## config.mk

```make
export PLATFORM = sky130hd
export DESIGN_NAME = fun_arbiter
export DESIGN_NICKNAME = d
export VERILOG_FILES = /design/src/rtl/fun_arb_pkg.sv /design/src/rtl/fun_rr_pick.sv /design/src/rtl/fun_arbiter.sv
export SDC_FILE = /design/constraint.sdc
export NUM_CORES = 1
export LEC_CHECK = 0
export BUFFER_PORTS_ARGS = -buffer_cell sky130_fd_sc_hd__buf_2
export CORE_ASPECT_RATIO = 1.5
export CORE_MARGIN = 2
export CORE_UTILIZATION = 35
export CTS_CLUSTER_DIAMETER = 200
export DETAILED_ROUTE_END_ITERATION = 7
export PLACE_DENSITY = 0.65
export SYNTH_ARGS = -nofsm -noshare
export SYNTH_HDL_FRONTEND = slang
export SYNTH_HIERARCHICAL = 1
export SYNTH_SLANG_ARGS = --single-unit
```

## constraint.sdc

```tcl
create_clock -name clk -period 2.8 [get_ports clk]
set_input_delay 0.7 -clock clk [delete_from_list [all_inputs] [get_ports clk]]
set_output_delay 0.7 -clock clk [all_outputs]
set_load 0.005 [all_outputs]
```

## src/rtl/fun_arb_pkg.sv

```systemverilog
// Shared definitions for the two-requester arbiter in front of one shared function unit.
package fun_arb_pkg;

  localparam int unsigned OP_W        = 8;
  localparam int unsigned RES_W       = 24;
  localparam int unsigned TIMEOUT_DEF = 255;

  typedef enum logic [2:0] {
    StIdle  = 3'd0,
    StIssue = 3'd1,
    StGap   = 3'd2,
    StWait  = 3'd3,
    StResp  = 3'd4,
    StAbort = 3'd5
  } state_e;

endpackage

```

## src/rtl/fun_rr_pick.sv

```systemverilog
// Two-way round-robin pick: on a tie the requester that was not served last wins.
module fun_rr_pick (
  input  logic [1:0] req,
  input  logic       last,
  output logic       winner,
  output logic       valid
);

  always_comb begin
    valid  = |req;
    winner = 1'b0;
    case (req)
      2'b01:   winner = 1'b0;
      2'b10:   winner = 1'b1;
      2'b11:   winner = ~last;
      default: winner = 1'b0;
    endcase
  end

endmodule

```

## src/rtl/fun_arbiter.sv

```systemverilog
// Arbitrates two requesters onto one shared multi-cycle function unit, with busy timeout abort.
module fun_arbiter
  import fun_arb_pkg::*;
#(
  parameter int unsigned TIMEOUT = TIMEOUT_DEF
) (
  input  logic             clk,
  input  logic             rst,
  input  logic             req0_i,
  input  logic             req1_i,
  input  logic [OP_W-1:0]  a0_i,
  input  logic [OP_W-1:0]  b0_i,
  input  logic [OP_W-1:0]  a1_i,
  input  logic [OP_W-1:0]  b1_i,
  output logic             ack0_o,
  output logic             ack1_o,
  output logic             done0_o,
  output logic             done1_o,
  output logic             err0_o,
  output logic             err1_o,
  output logic [RES_W-1:0] y0_o,
  output logic [RES_W-1:0] y1_o,
  output logic             owner_o,
  output logic             busy_o,
  output logic             fun_rst_o,
  output logic             fun_start_o,
  output logic [OP_W-1:0]  fun_a_o,
  output logic [OP_W-1:0]  fun_b_o,
  input  logic [RES_W-1:0] fun_y_i,
  input  logic             fun_busy_i
);

  localparam logic [7:0] TimeoutCnt = 8'(TIMEOUT);

  state_e     state_q;
  logic [7:0] cnt_q;
  logic       ptr_q;
  logic       pick_winner;
  logic       pick_valid;

  fun_rr_pick u_pick (
    .req    ({req1_i, req0_i}),
    .last   (ptr_q),
    .winner (pick_winner),
    .valid  (pick_valid)
  );

  assign busy_o = (state_q != StIdle);

  always_ff @(posedge clk or posedge rst) begin
    if (rst) begin
      state_q     <= StIdle;
      cnt_q       <= 8'd0;
      ptr_q       <= 1'b1;
      owner_o     <= 1'b0;
      ack0_o      <= 1'b0;
      ack1_o      <= 1'b0;
      done0_o     <= 1'b0;
      done1_o     <= 1'b0;
      err0_o      <= 1'b0;
      err1_o      <= 1'b0;
      y0_o        <= '0;
      y1_o        <= '0;
      fun_rst_o   <= 1'b1;
      fun_start_o <= 1'b0;
      fun_a_o     <= '0;
      fun_b_o     <= '0;
    end else begin
      // All handshake outputs are single-cycle pulses.
      ack0_o      <= 1'b0;
      ack1_o      <= 1'b0;
      done0_o     <= 1'b0;
      done1_o     <= 1'b0;
      err0_o      <= 1'b0;
      err1_o      <= 1'b0;
      fun_rst_o   <= 1'b0;
      fun_start_o <= 1'b0;
      case (state_q)
        StIdle: begin
          if (pick_valid) begin
            owner_o     <= pick_winner;
            fun_a_o     <= pick_winner ? a1_i : a0_i;
            fun_b_o     <= pick_winner ? b1_i : b0_i;
            fun_start_o <= 1'b1;
            ack0_o      <= ~pick_winner;
            ack1_o      <= pick_winner;
            state_q     <= StIssue;
          end
        end
        StIssue: state_q <= StGap;
        StGap: begin
          cnt_q   <= 8'd0;
          state_q <= StWait;
        end
        StWait: begin
          if (!fun_busy_i) begin
            if (owner_o) begin
              y1_o    <= fun_y_i;
              done1_o <= 1'b1;
            end else begin
              y0_o    <= fun_y_i;
              done0_o <= 1'b1;
            end
            ptr_q   <= owner_o;
            state_q <= StResp;
          end else if (cnt_q + 8'd1 == TimeoutCnt) begin
            // This cycle completes TIMEOUT busy WAIT cycles: reset the unit and flag the owner.
            if (owner_o) begin
              y1_o    <= '0;
              done1_o <= 1'b1;
              err1_o  <= 1'b1;
            end else begin
              y0_o    <= '0;
              done0_o <= 1'b1;
              err0_o  <= 1'b1;
            end
            fun_rst_o <= 1'b1;
            ptr_q     <= owner_o;
            state_q   <= StAbort;
          end else begin
            cnt_q <= cnt_q + 8'd1;
          end
        end
        StResp:  state_q <= StIdle;
        StAbort: state_q <= StIdle;
        default: state_q <= StIdle;
      endcase
    end
  end

endmodule

```

* Word-level counts from Yosys, hierarchy flattened
Cells that the tools add are included.
** Word-level totals
- Word-level logic and storage cells :: 85
- Register bits :: 85
- Bits of input ports :: 61
- Output and inout bits :: 74
** Operators by class
- Reductions and logical operators :: 11
- Multiplexer cells :: 41
- Bitwise operators :: 2
- Eq/ne operators :: 14
- $add $sub $neg :: 1
** Operators with widths (number)
- $mux W24 :: 8
- $mux W8 :: 4
- $mux W1 :: 23
- $pmux W8 S2 :: 1
- $pmux W3 S4 :: 1
- $ne A2 B2 Y1 const B :: 5
- $mux W3 :: 3
- $add A8 B1 Y8 const B :: 1
- $eq A8 B8 Y1 const B :: 1
- $reduce_and A4 Y1 :: 2
- $eq A3 B2 Y1 const B :: 2
- $reduce_and A2 Y1 :: 3
- $eq A2 B2 Y1 const B :: 2
- $ne A2 B1 Y1 const B :: 2
- $reduce_bool A2 Y1 :: 2
- $eq A3 B1 Y1 const B :: 1
- $logic_not A3 Y1 :: 1
- $ne A3 B3 Y1 const B :: 1
- $reduce_and A3 Y1 :: 1
- $reduce_bool A3 Y1 :: 1
- $not A1 Y1 :: 2
- $pmux W1 S2 :: 1
- $reduce_or A2 Y1 :: 1

* Logic depth before layout (Yosys ltp)
- Depth in word-level cells :: 5
- Gate-level depth with buffers :: 8
- Mapped depth without buffers :: 7

* By module
Netlist, hierarchy kept.
** By module, submodules not included
- fun_arbiter :: area an instance 3709.8 µm², sequential area each 2129.5 µm², cells each 321, times used 1
- fun_rr_pick :: area an instance 13.8 µm², sequential area each 0.0 µm², cells each 2, times used 1

* Worst setup path after synthesis
Ideal clock, no wire load.
- Path type :: input to register
- Start :: in req1_i
- End :: reg fun_b_o[0]
- Data required time :: 2663 ps
- Path slack :: 890 ps
- Path buffers :: 2
- Setup time :: 137 ps
- Cell stages on the path :: 5
- Arrival :: 1773 ps
- Path through :: a21boi_1 buf_2 buf_1 mux2i_1 a21oi_1
** Between the ends
- Word-level cells in the longest chain between the ends :: 3
- Elaborated cells between the ends (all ways) :: 6
- Classes of those cells :: eq/ne: 2; mux: 2; reduce/logical: 2
** RTL lines
- start: declaration :: line fun_arbiter.sv:10 : input logic req1_i,
- $eq A2 B2 Y1 :: line fun_rr_pick.sv:12 : case (req)
- $pmux W1 S2 :: line fun_rr_pick.sv:12
- $mux W8 :: line fun_arbiter.sv:83 : fun_b_o <= pick_winner ? b1_i : b0_i;
- end signal: assignment :: line fun_arbiter.sv:83
- end: declaration :: line fun_arbiter.sv:28 : output logic [OP_W-1:0] fun_b_o,
Parallel ways exist; a longest one is shown, timed or not.
A chain may end at the register's enable or synchronous reset.

* Final worst setup path
- Start :: reg cnt_q[1]
- End :: reg y1_o[12]
** Between the ends
- Word-level cells in the longest chain between the ends :: 4
- Elaborated cells between the ends (all ways) :: 5
- Classes of those cells :: add/sub: 1; eq/ne: 3; reduce/logical: 1
** RTL lines
- start: declaration :: line fun_arbiter.sv:36 : logic [7:0] cnt_q;
- start signal: assignment :: line fun_arbiter.sv:121 : cnt_q <= cnt_q + 8'd1;
- $add A8 B1 Y8 (*) :: line fun_arbiter.sv:106 : end else if (cnt_q + 8'd1 == TimeoutCnt) begin
- $eq A8 B8 Y1 (*) :: line fun_arbiter.sv:106
- $ne A2 B2 Y1 (no source line) / $ne A2 B1 Y1 (equally long branches)
- $reduce_and A4 Y1 (no source line) (*)
- end signal: assignment :: line fun_arbiter.sv:98 : y1_o <= fun_y_i;
- end: declaration :: line fun_arbiter.sv:22 : output logic [RES_W-1:0] y1_o,
Every way passes the cells marked *; elsewhere a longest branch is shown, timed or not.

==> results.txt <==
- Initial core utilization: 0.355
- Outcome: complete, no violations
- Post-Syn Nets: 386
- The tightest min-delay check is of the input port to async pin type.
* All-layer global routing usage: 0.159
- Of the total power, combinational logic draws 0.356.
- In this run the static leakage power is 2.30 nW.
* Top cell family by delay on the critical path: compound AO/OA/AOI/OAI gates
* Clk pin slew, worst setup/hold paths: 0.06 ns
- Share of layout cells above drive strength 1: 0.390
- The share of total power dissipated in sequential elements is 0.424.
* RSZ-0062 raised after global routing: false
- Htree depth: 3
* Nets: 512
- Clock period minus final worst setup slack: 2.08 ns
- The worst register-to-register path begins at cnt_q[1].
* Number of top-level pins: 135
- CP Capture Point: y1_o[12]
- In the final layout, flip-flops and latches occupy 2130 um2.
- Avg WL per Cell: 14.9 um
- In this run, post-CTS hold repair placed 0 buffers.
- Across the run, the number of max-cap violations was 0.
* Crit-path cells: ha_1 -> nand4_1 -> xnor2_1 -> a21bo_4 -> nand3_4 -> a32o_1
* Via density per instance: 4.98
* Setup TNS: 0 ns
- sky130_fd_sc_hd__dfrtp_1 is the most common cell in the netlist.
* Total chip power: 5.12 mW
* Startpoint-to-endpoint class of the critical path: register to register
- Source of the critical timing path: cnt_q[1]
- The later pin in the worst-skew pair is clocked with a latency of 0.34 ns.
* YS warnings: 6
- Across the routed clock network, the largest skew measured is 0.00687 ns.
- Number of placed cells counting well taps: 582
- Flip-flop cell with the highest count after synthesis: sky130_fd_sc_hd__dfrtp_1
- In this run the clock root is driven by a sky130_fd_sc_hd__clkbuf_16.
- The initial antenna violation count is 0.
- Summing all multi-input logic gate instances after layout gives 1420 um2.
- Global route total overflow: 0
* Number of vias in the routed layout: 2978
- Number of distinct library cells after synthesis: 47
- The synthesized design contains 0 enable-type register cells.
- For this design, the slowest cell found on the critical path is sky130_fd_sc_hd__dfrtp_1.
* Worst endpoint data arrival time: 2.31 ns
- After synthesis, the most frequently instantiated cells are sky130_fd_sc_hd__dfrtp_1 (83), sky130_fd_sc_hd__nand2_1 (39), sky130_fd_sc_hd__a32o_1 (24), sky130_fd_sc_hd__nor2_1 (24), sky130_fd_sc_hd__o2bb2ai_1 (24).
- In the synthesized netlist, the number of instances is 323.
- The analysis attributes to net switching a power of 1.81 mW.
- The repair_antennas step left the layout with diodes totalling 0.
* Deepest clock path buffer count: 2
* Peak supply drop: 0.000513 V
- TritonCTS built the clock tree.
* Share of async-settable or async-resettable flops after synthesis: 1.00
- Fraction of the yosys area taken by sequential cells: 0.572
* Width of the die: 88.2 um
- R2r worst-path depth: 6
* Pre-antenna DRT Iters: 4
* Die footprint: 11500 um2
- Fraction of power spent switching nets: 0.354
* Worst reg-to-reg setup slack: 0.72 ns
- Min Hold Slack: 0.470 ns
* Relative slew slack: 0.528
- For the pin with the worst max-slew slack, the measured transition is 0.707 ns.
- Counting the fill cells in the layout gives 1044.
- Entering global routing, the biggest net connects 49 pins.
- Critical path launch point type: register
- Number of failing setup endpoints in the final timing report: 0
- Summed over all nets, the half-perimeter wirelength after detailed placement is 6.48 mm.
* Number of clock sinks seen by CTS: 85
- Once layout is complete, the cells apart from fillers number 598.
* Endpoint required time on the critical path: 3.02 ns
- Total wire length: 8.93 mm
- Global-route wire length before repair: 14.4 mm
* Count of buffer and inverter cells on the critical path: 0
* Final number of hold-violating endpoints: 0
* Pwr/cell area: 1070 nW/um2
- Element type at the critical path end: register
* Synthesized area per cell: 11.5 um2
- In this run the standard cell core region covers 10500 um2.
- Of the post-synthesis cell area, the dominant cell type holds 0.558.
- Biggest area consumer among synthesized cells: sky130_fd_sc_hd__dfrtp_1
- Cell count along the critical path: 6
- The largest single stage delay on the critical path is 0.45 ns.
- Routability congestion estimate: 0.800
* Vias in the first global route: 3074
* Critical register-to-register path endpoint: y1_o[12]
- Setup fix buffers added after clock tree synthesis: 0
* Portion of total power attributed to the clock network: 0.220
- Flops & latches, synth: 85
- First-iteration detailed-routing DRC count: 111
- Number of antenna-violating nets in the routed design: 0
* Total standard cell area after synthesis: 3720 um2
- Count of unresolved DRC violations after routing: 0
* Max Transition Viols Final: 0
- Achievable clock frequency: 480 MHz
- Most area-consuming cells after synthesis: sky130_fd_sc_hd__dfrtp_1 (56%), sky130_fd_sc_hd__a32o_1 (6.5%), sky130_fd_sc_hd__o2bb2ai_1 (5.6%)
- Along the worst path, the maximum fanout reaches 26.
- The die is 130 um tall.
- Port buffering added 134 buffers.
- Number of instances resized during post-cts repair: 0
* Internal Pwr Total: 3.30 mW
* Portion of the clock cycle consumed by the worst path in the final layout: 0.745
- Area overhead of the layout relative to synthesis: 28.8%
- Num CTS Buffers: 9
* Number of rows in the core area: 46
[logic make-up after synthesis]
family,share of synthesized area
simple gates,0.117
flops,0.572
fa+ha+maj,0.00672
buf+inv,0.0497
compound gates,0.194
mux,0.0581
xor+xnor,0.00235
[cell type report]
| type | count | share of cell area |
|---|---|---|
| inverter | 11 | 0.00939 |
| sequential | 85 | 0.444 |
| tap | 144 | 0.0376 |
| timing repair buffer | 141 | 0.153 |
| multi-input combinational | 201 | 0.296 |
| clock buffer | 9 | 0.0470 |
| clock inverter | 7 | 0.0120 |
[state kept, by name, indices dropped and copies added (netlist names)]
register and flops:
owner_o 1, fun_start_o 1, fun_b_o 8, y1_o 24
state_q 3, cnt_q 8, fun_a_o 8, y0_o 24
done0_o 1, err1_o 1, done1_o 1, fun_rst_o 1
err0_o 1, ack1_o 1, ptr_q 1, ack0_o 1
[power groups by stage]
| stage | Combinational, mW | Clock [mW] | Sequential [mW] |
|---|---|---|---|
| 2_1_floorplan | 1.12 | 0 | 2.12 |
| 3_5_place_dp | 1.85 | 0 | 2.19 |
| 3_3_place_gp | 1.80 | 0 | 2.17 |
| 5_1_grt | 2.04 | 1.20 | 2.26 |
| 4_1_cts | 1.85 | 1.15 | 2.18 |
| 6_report | 1.82 | 1.13 | 2.17 |
[cells in the final DEF (no fill, tap or decap), types with 3 or more instances in the layout]
master,instances
sky130_fd_sc_hd__a21oi_1,20
sky130_fd_sc_hd__nand2_1,39
sky130_fd_sc_hd__inv_1,10
sky130_fd_sc_hd__mux2i_1,18
sky130_fd_sc_hd__buf_4,6
sky130_fd_sc_hd__clkbuf_16,9
sky130_fd_sc_hd__nor2_1,23
sky130_fd_sc_hd__nor3_1,3
sky130_fd_sc_hd__a32o_1,24
sky130_fd_sc_hd__and2_1,3
sky130_fd_sc_hd__o2bb2ai_1,24
sky130_fd_sc_hd__dfrtp_1,82
sky130_fd_sc_hd__buf_2,134
sky130_fd_sc_hd__nand4_1,4
sky130_fd_sc_hd__o21ai_0,4
[metrics by stage]
stage | util | cell area (um2) | setup slack, ns
finish | 0.458 | 4790 | 0.715
global route | 0.458 | 4790 | 0.500
CTS | 0.458 | 4790 | 0.698
detailed placement | 0.431 | 4510 | 0.721
global placement | 0.431 | 4510 | 0.794
floorplan | - | 3730 | 0.890
[worst min path at each step]
| stage | from | endpoint | slack, ns | cells after the start |
|---|---|---|---|---|
| 6_report | rst | y0_o[17] | 0.47 | 2 |
| 5_1_grt | y1_o[23] | y1_o[23] | 0.50 | 1 |
| 4_1_cts | rst | y0_o[17] | 0.49 | 2 |
| 3_5_place_dp | y0_o[14] | y0_o[14] | 0.47 | 1 |
| 3_3_place_gp | y0_o[4] | y0_o[4] | 0.47 | 1 |
| 2_1_floorplan | state_q[2] | state_q[0] | 0.45 | 1 |
[routing by layer]
layer | global-route usage | part of all wire | vias up
met5 | 0 | 0 | -
met4 | 0.0740 | 0.028 | 0
met3 | 0.0392 | 0.049 | 19
met2 | 0.269 | 0.53 | 88
met1 | 0.189 | 0.39 | 1455
li1 | - | - | 1416
Power figures use the tool's default switching activity.
